[config.mk]
export PLATFORM = sky130hd
export DESIGN_NAME = mem_axi_arbiter
export DESIGN_NICKNAME = d
export VERILOG_FILES = /design/src/rtl/mem_axi_arbiter.sv
export SDC_FILE = /design/constraint.sdc
export NUM_CORES = 1
export LEC_CHECK = 0
export ABC_AREA = 1
export CAP_MARGIN = 5
export CORE_AREA = 2 2 139 141
export DETAILED_ROUTE_END_ITERATION = 10
export DIE_AREA = 0 0 141 143
export DONT_BUFFER_PORTS = 1
export GPL_TIMING_DRIVEN = 0
export PLACE_DENSITY = 0.56
export REMOVE_ABC_BUFFERS = 1
export SKIP_LAST_GASP = 1
export SYNTH_ARGS = -nofsm -noshare
export SYNTH_HDL_FRONTEND = slang
export SYNTH_SLANG_ARGS = --single-unit
[constraint.sdc]
create_clock -name clk -period 13.4 [get_ports clk]
set_clock_uncertainty 0.1 [all_clocks]
set_input_delay 4.02 -clock clk [delete_from_list [all_inputs] [get_ports clk]]
set_output_delay 4.02 -clock clk [all_outputs]
set_load 0.05 [all_outputs]
[src/rtl/mem_axi_arbiter.sv]
// mem_axi_arbiter: shares one AXI4 master between the instruction-fetch port
// and the load/store port. Each port has at most one single-beat access in
// flight and stalls its pipeline stage until the response returns.
module mem_axi_arbiter #(
  parameter logic [3:0] INST_ID = 4'd0,
  parameter logic [3:0] DATA_ID = 4'd1
) (
  input  logic        clk,
  input  logic        reset,
  input  logic        inst_en,
  input  logic [31:0] inst_addr,
  output logic [31:0] inst_rdata,
  output logic        inst_stall,
  input  logic        data_en,
  input  logic [3:0]  data_wen,
  input  logic [31:0] data_addr,
  input  logic [31:0] data_wdata,
  output logic [31:0] data_rdata,
  output logic        data_stall,
  output logic [3:0]  arid,
  output logic [31:0] araddr,
  output logic [7:0]  arlen,
  output logic [2:0]  arsize,
  output logic [1:0]  arburst,
  output logic        arvalid,
  input  logic        arready,
  input  logic [3:0]  rid,
  input  logic [31:0] rdata,
  input  logic [1:0]  rresp,
  input  logic        rlast,
  input  logic        rvalid,
  output logic        rready,
  output logic [3:0]  awid,
  output logic [31:0] awaddr,
  output logic [7:0]  awlen,
  output logic [2:0]  awsize,
  output logic [1:0]  awburst,
  output logic        awvalid,
  input  logic        awready,
  output logic [31:0] wdata,
  output logic [3:0]  wstrb,
  output logic        wlast,
  output logic        wvalid,
  input  logic        wready,
  input  logic [3:0]  bid,
  input  logic [1:0]  bresp,
  input  logic        bvalid,
  output logic        bready
);

  typedef enum logic [1:0] {P_IDLE, P_PEND, P_DONE} port_state_t;
  typedef enum logic [1:0] {AR_IDLE, AR_SEND, R_WAIT} rd_state_t;
  typedef enum logic [1:0] {W_IDLE, W_SEND, W_RESP} wr_state_t;

  port_state_t inst_state, data_state;
  rd_state_t   rd_state;
  wr_state_t   wr_state;

  logic        inst_queued, data_queued;
  logic [29:0] inst_word, data_word;
  logic [31:0] data_wdata_q;
  logic [3:0]  data_wen_q;

  logic inst_accept, data_accept, data_is_wr;
  logic r_hs, inst_r_done, data_r_done, b_hs;
  logic aw_done, w_done;

  // Response status and low address bits carry no information here.
  logic unused;
  assign unused = ^{rresp, bresp, bid, inst_addr[1:0], data_addr[1:0]};

  assign inst_accept = (inst_state == P_IDLE) && inst_en;
  assign data_accept = (data_state == P_IDLE) && data_en;
  assign data_is_wr  = (data_wen != 4'd0);

  assign r_hs        = rvalid && rready;
  assign inst_r_done = r_hs && (rid == INST_ID) && (inst_state == P_PEND);
  assign data_r_done = r_hs && (rid == DATA_ID) && (data_state == P_PEND);
  assign b_hs        = bvalid && bready;

  // Stall is high in the acceptance cycle so the stage holds immediately.
  assign inst_stall = inst_accept || (inst_state == P_PEND);
  assign data_stall = data_accept || (data_state == P_PEND);

  assign arlen   = 8'd0;
  assign arsize  = 3'b010;
  assign arburst = 2'b01;
  assign awid    = DATA_ID;
  assign awaddr  = {data_word, 2'b00};
  assign awlen   = 8'd0;
  assign awsize  = 3'b010;
  assign awburst = 2'b01;
  assign wdata   = data_wdata_q;
  assign wstrb   = data_wen_q;
  assign wlast   = 1'b1;

  // Request capture: address/wen/wdata stay stable for the whole transaction.
  always_ff @(posedge clk) begin
    if (inst_accept) inst_word <= inst_addr[31:2];
    if (data_accept) begin
      data_word    <= data_addr[31:2];
      data_wen_q   <= data_wen;
      data_wdata_q <= data_wdata;
    end
  end

  // Instruction port FSM; DONE lets the held fetch stage advance once.
  always_ff @(posedge clk) begin
    if (reset) begin
      inst_state <= P_IDLE;
      inst_rdata <= 32'd0;
    end else begin
      case (inst_state)
        P_IDLE:  if (inst_en) inst_state <= P_PEND;
        P_PEND:  if (inst_r_done) begin
                   inst_state <= P_DONE;
                   inst_rdata <= rdata;
                 end
        P_DONE:  inst_state <= P_IDLE;
        default: inst_state <= P_IDLE;
      endcase
    end
  end

  // Data port FSM; completes on its R beat (loads) or B response (stores).
  always_ff @(posedge clk) begin
    if (reset) begin
      data_state <= P_IDLE;
      data_rdata <= 32'd0;
    end else begin
      case (data_state)
        P_IDLE:  if (data_en) data_state <= P_PEND;
        P_PEND:  begin
                   if (data_r_done) data_rdata <= rdata;
                   if (data_r_done || b_hs) data_state <= P_DONE;
                 end
        P_DONE:  data_state <= P_IDLE;
        default: data_state <= P_IDLE;
      endcase
    end
  end

  // Shared read channel: one read outstanding, data reads win ties.
  always_ff @(posedge clk) begin
    if (reset) begin
      rd_state    <= AR_IDLE;
      arvalid     <= 1'b0;
      rready      <= 1'b0;
      arid        <= 4'd0;
      araddr      <= 32'd0;
      inst_queued <= 1'b0;
      data_queued <= 1'b0;
    end else begin
      case (rd_state)
        AR_IDLE: begin
          if (data_queued) begin
            arid        <= DATA_ID;
            araddr      <= {data_word, 2'b00};
            arvalid     <= 1'b1;
            data_queued <= 1'b0;
            rd_state    <= AR_SEND;
          end else if (inst_queued) begin
            arid        <= INST_ID;
            araddr      <= {inst_word, 2'b00};
            arvalid     <= 1'b1;
            inst_queued <= 1'b0;
            rd_state    <= AR_SEND;
          end
        end
        AR_SEND: if (arready) begin
          arvalid  <= 1'b0;
          rready   <= 1'b1;
          rd_state <= R_WAIT;
        end
        R_WAIT: if (rvalid && rlast) begin
          rready   <= 1'b0;
          rd_state <= AR_IDLE;
        end
        default: rd_state <= AR_IDLE;
      endcase
      // A port's queue flag cannot be set and issued in the same cycle.
      if (inst_accept) inst_queued <= 1'b1;
      if (data_accept && !data_is_wr) data_queued <= 1'b1;
    end
  end

  assign aw_done = !awvalid || awready;
  assign w_done  = !wvalid || wready;

  // Write channel: AW and W rise together and retire independently.
  always_ff @(posedge clk) begin
    if (reset) begin
      wr_state <= W_IDLE;
      awvalid  <= 1'b0;
      wvalid   <= 1'b0;
      bready   <= 1'b0;
    end else begin
      case (wr_state)
        W_IDLE: if (data_accept && data_is_wr) begin
          awvalid  <= 1'b1;
          wvalid   <= 1'b1;
          wr_state <= W_SEND;
        end
        W_SEND: begin
          if (awready) awvalid <= 1'b0;
          if (wready)  wvalid  <= 1'b0;
          if (aw_done && w_done) begin
            bready   <= 1'b1;
            wr_state <= W_RESP;
          end
        end
        W_RESP: if (bvalid) begin
          bready   <= 1'b0;
          wr_state <= W_IDLE;
        end
        default: wr_state <= W_IDLE;
      endcase
    end
  end

endmodule
Word-level counts from Yosys, hierarchy flattened
Index checks and enable logic that the tools add are counted.
Widths: inputs -> output; s select.
- output and inout bits: 206
- logic and storage cells: 124
- input bits: 154
- register bits after elaboration: 211
- mux-type cells: 39
- eq/ne operators: 20
- reductions and logical operators: 46
- operator list (operator ; count):
    $mux 32 ; 2
    $mux 2 ; 11
    $reduce_and 3->1 ; 7
    $ne 2x2->1 const B ; 10
    $mux 1 ; 15
    $reduce_bool 2->1 ; 7
    $logic_and 1x1->1 ; 12
    $pmux 2 s3 ; 2
    $reduce_and 2->1 ; 6
    $pmux 1 s2 ; 5
    $eq 2x1->1 const B ; 4
    $logic_not 2->1 ; 4
    $mux 4 ; 2
    $pmux 2 s2 ; 2
    $logic_or 1x1->1 ; 5
    $eq 2x2->1 const B ; 2
    $eq 4x1->1 const B ; 1
    $logic_not 4->1 ; 1
    $ne 2x1->1 const B ; 2
    $reduce_bool 4->1 ; 1
    $logic_not 1->1 ; 3
    $ne 3x3->1 const B ; 1

Longest topological paths before layout
- depth in word-level cells: 6
- mapped depth: 8
- mapped depth without buffers: 7

Worst setup path before layout
No wires, ideal clock.
- kind: input to output
- start: in data_en
- end: out data_stall
- data required time: 9.280 ns
- stages on the path: 4
- buffers on the path: 0
- setup slack: 1.605 ns
- arrival: 7.675 ns
- cell sequence: inv_1 -> nor2_1 -> inv_1 -> nand2_1
- word-level cells in the longest chain between the ends: 2
- RTL lines (item ; RTL line ; text):
    start: declaration ; 14 ; input logic data_en,
    $logic_and 1x1->1 ; 73 ; assign data_accept = (data_state == P_IDLE) && data_en;
    via data_accept ; 64 ; logic inst_accept, data_accept, data_is_wr;
    $logic_or 1x1->1 ; 83 ; assign data_stall = data_accept || (data_state == P_PEND);
    end: declaration ; 19 ; output logic data_stall,
The timed path passes the listed nets, and every way through them passes these cells.

Final worst setup path
Same ends and word-level chain as after synthesis.

==> out/qor.yml <==
run_status:
  status: "complete, no violations"
route:
  first_pass_iters: 4
  drtIter0Drc: 186
  vias: 5025
  vias_per_cell: 5.04
  wl_per_cell_um: 17.5
  final_antenna_net_count: 0
  wl_um: 17500
  post-route-drc-count: 0
cts:
  clk_pin_slew_ns: 0.06
  cts_resized: 0
  cts.htree.levels: 1
  cts-root-buf: "clkbuf_16"
  clockBufferDepth: 3
  cts_tree: "yes"
  cts_buffers: 22
  ctsHoldBuffers: 0
  clock_latency_ns: 0.50
  cts_num_sinks: 206
  post_cts_buffers: 0
synthesis:
  ys.flop_type: "dfxtp_1"
  ys_ff_latch: 206
  synth_edf_count: 96
  ys_top_cells_by_area: "edfxtp_1, dfxtp_1, nor2_1, nand3_1, nand2_1"
  synth_top_area_frac: 0.369
  netlist_area_um2: 7800
  async_reset_ff_frac: 0
  ys_top_cells_by_count: "nor2_1, dfxtp_1, edfxtp_1"
  synth.most_common_cell: "nor2_1"
  synth.distinct_cells: 27
  yosys_warnings: 0
  yosysSeqAreaShare: 0.652
  syn_avg_cell_area_um2: 10.3
  synthCells: 755
  yosysTopAreaCell: "edfxtp_1"
setup_path:
  crit_top_cell: "inv_1"
  cpPeakStageDelay_ns: 0.74
  critPathArrivalTime_ns: 5.42
  critPathLaunchType: "primary input"
  cpMaxStageDelayCell: "nor2_4"
  end_kind: "output port"
  path_class: "primary input to output port"
  cp_data_required_time_ns: 9.28
  crit_chain: "inv_1 > nor2_4 > inv_1 > nand2_1"
  cp_num_buf_inv: 2
  path_delay_family: "simple AND/OR/NAND/NOR gates"
  crit_fanout: 32
sta:
  setup-tns-final_ns: 0
  rsz0062_at_grt: "no"
  min_period_ns: 9.54
  period_share: 0.712
  setup_viol: 0
  hold_viol: 0
  relSlewSlack: 0.234
  fin_ws_ns: 3.86
  slew_viol_final: 0
  worst_pin_slew_ns: 1.15
  fmax_mhz: 105
grt:
  grt_max_degree: 67
  grt_pass1_vias: 4822
  antenna_found_initial: 5
  grt-ovfl-total: 0
  grt_pass1_wl_um: 26200
  track_usage: 0.164
power:
  p_leak_uw: 0.00339
  max-vdd-ir-drop_mv: 0.134
  clkPwrFrac: 0.409
  combinationalPowerShare: 0.060
  switching_share: 0.272
  power_density_nw_per_um2: 174
  p_total_uw: 1510
  intPower_uw: 1100
  power.switching_uw: 410
  seqPwrFrac: 0.532
die:
  coreArea_um2: 18600
  dieArea_um2: 20200
  start_util: 0.420
  placementRows: 50
  io_pins: 360
  die_w_um: 141
  die_y_um: 143
placement:
  dpl-instance-area_um2: 7870
  globalplace.congestion: 0.794
  dp_hpwl_um: 12300
  io_buffers: 0
  dp_slack_ns: 3.82
layout:
  final_util: 0.467
  multiInputGateArea_um2: 2160
  fin_nets: 901
  fillCellCount: 1666
  layout-drive-gt1-share: 0.0760
  area_growth_pct: 11.2
  antenna_cells: 0
  register_area_um2: 5090
  fin_area_um2: 8680
hold_path:
  hold_class: "register to register"
run:
  timing.max_cap.violations: 0
[through the flow]
stage,hold slack [ns],cells
global placement,0.361,948
CTS,0.380,995
global route,0.406,997
detailed placement,0.365,955
floorplan,0.343,714
finish,0.377,997
[cells in the final DEF, fill, tap and decap left out, types with 3 or more instances in the layout]
cell type / instances
nor2_1: 139
clkbuf_1: 7
a21oi_1: 43
conb_1: 38
edfxtp_1: 96
clkbuf_16: 23
buf_16: 3
o21ai_0: 31
nand3_1: 68
clkinv_2: 3
dfxtp_1: 109
clkbuf_8: 5
inv_2: 4
nand2_1: 88
nor2_4: 3
inv_1: 51
mux2i_1: 30
[tightest hold or removal path, stage by stage (launching register included)]
cell,delay (ns)
dfxtp_1,0.31
o21ai_0,0.07
a21oi_1,0.06
[state kept, by name (all words and copies together) (netlist names)]
name         cells
data_rdata      32
inst_rdata      32
wdata           32
araddr          30
data_word       30
inst_word       30
wstrb            4
data_state       2
inst_state       2
rd_state         2
wr_state         2
arid             1
arvalid          1
awvalid          1
bready           1
data_queued      1
inst_queued      1
rready           1
wvalid           1
[routing by layer]
layer	share of wire	vias up	track usage	wire, um
met2	0.49	291	0.281	8580
li1	-	2387	-	-
met4	0.031	6	0.0553	539
met5	0.0016	-	0	28
met3	0.12	39	0.0795	2110
met1	0.36	2302	0.179	6220
[power groups by stage]
stage / Clock [uW] / Sequential [uW] / Combinational [uW]
after detailed placement: 0 / 817 / 89.9
after CTS: 633 / 804 / 90.0
final: 617 / 803 / 90.0
after global routing: 657 / 807 / 99.3
after floorplan: 0 / 811 / 70.9
after global placement: 0 / 820 / 84.1
[kinds of logic (layout without fill, tap and decap cells)]
group | after synthesis | after routing | share of synthesized area
other cells | 2 | 38 | 0.000963
compound gates | 77 | 77 | 0.0504
flops | 206 | 206 | 0.652
mux | 30 | 30 | 0.0385
buf+inv | 133 | 105 | 0.0909
simple gates | 307 | 307 | 0.168
[worst paths after layout]
path                from  slack (ns)              to  cells past startpoint
max reg2reg       rready       10.82  inst_rdata[11]                      6
min          inst_queued        0.38     inst_queued                      2
min reg2reg  inst_queued        0.38     inst_queued                      2
max              data_en        3.86      data_stall                      4
[area by class of cell]
cell class,instances,area share
inverter,56,0.0244
sequential,206,0.586
timing repair buffer,9,0.0202
tap,234,0.0337
clock buffer,35,0.0773
clock inverter,5,0.00995
multi-input combinational,452,0.248
(Power assumes the default switching activity.)
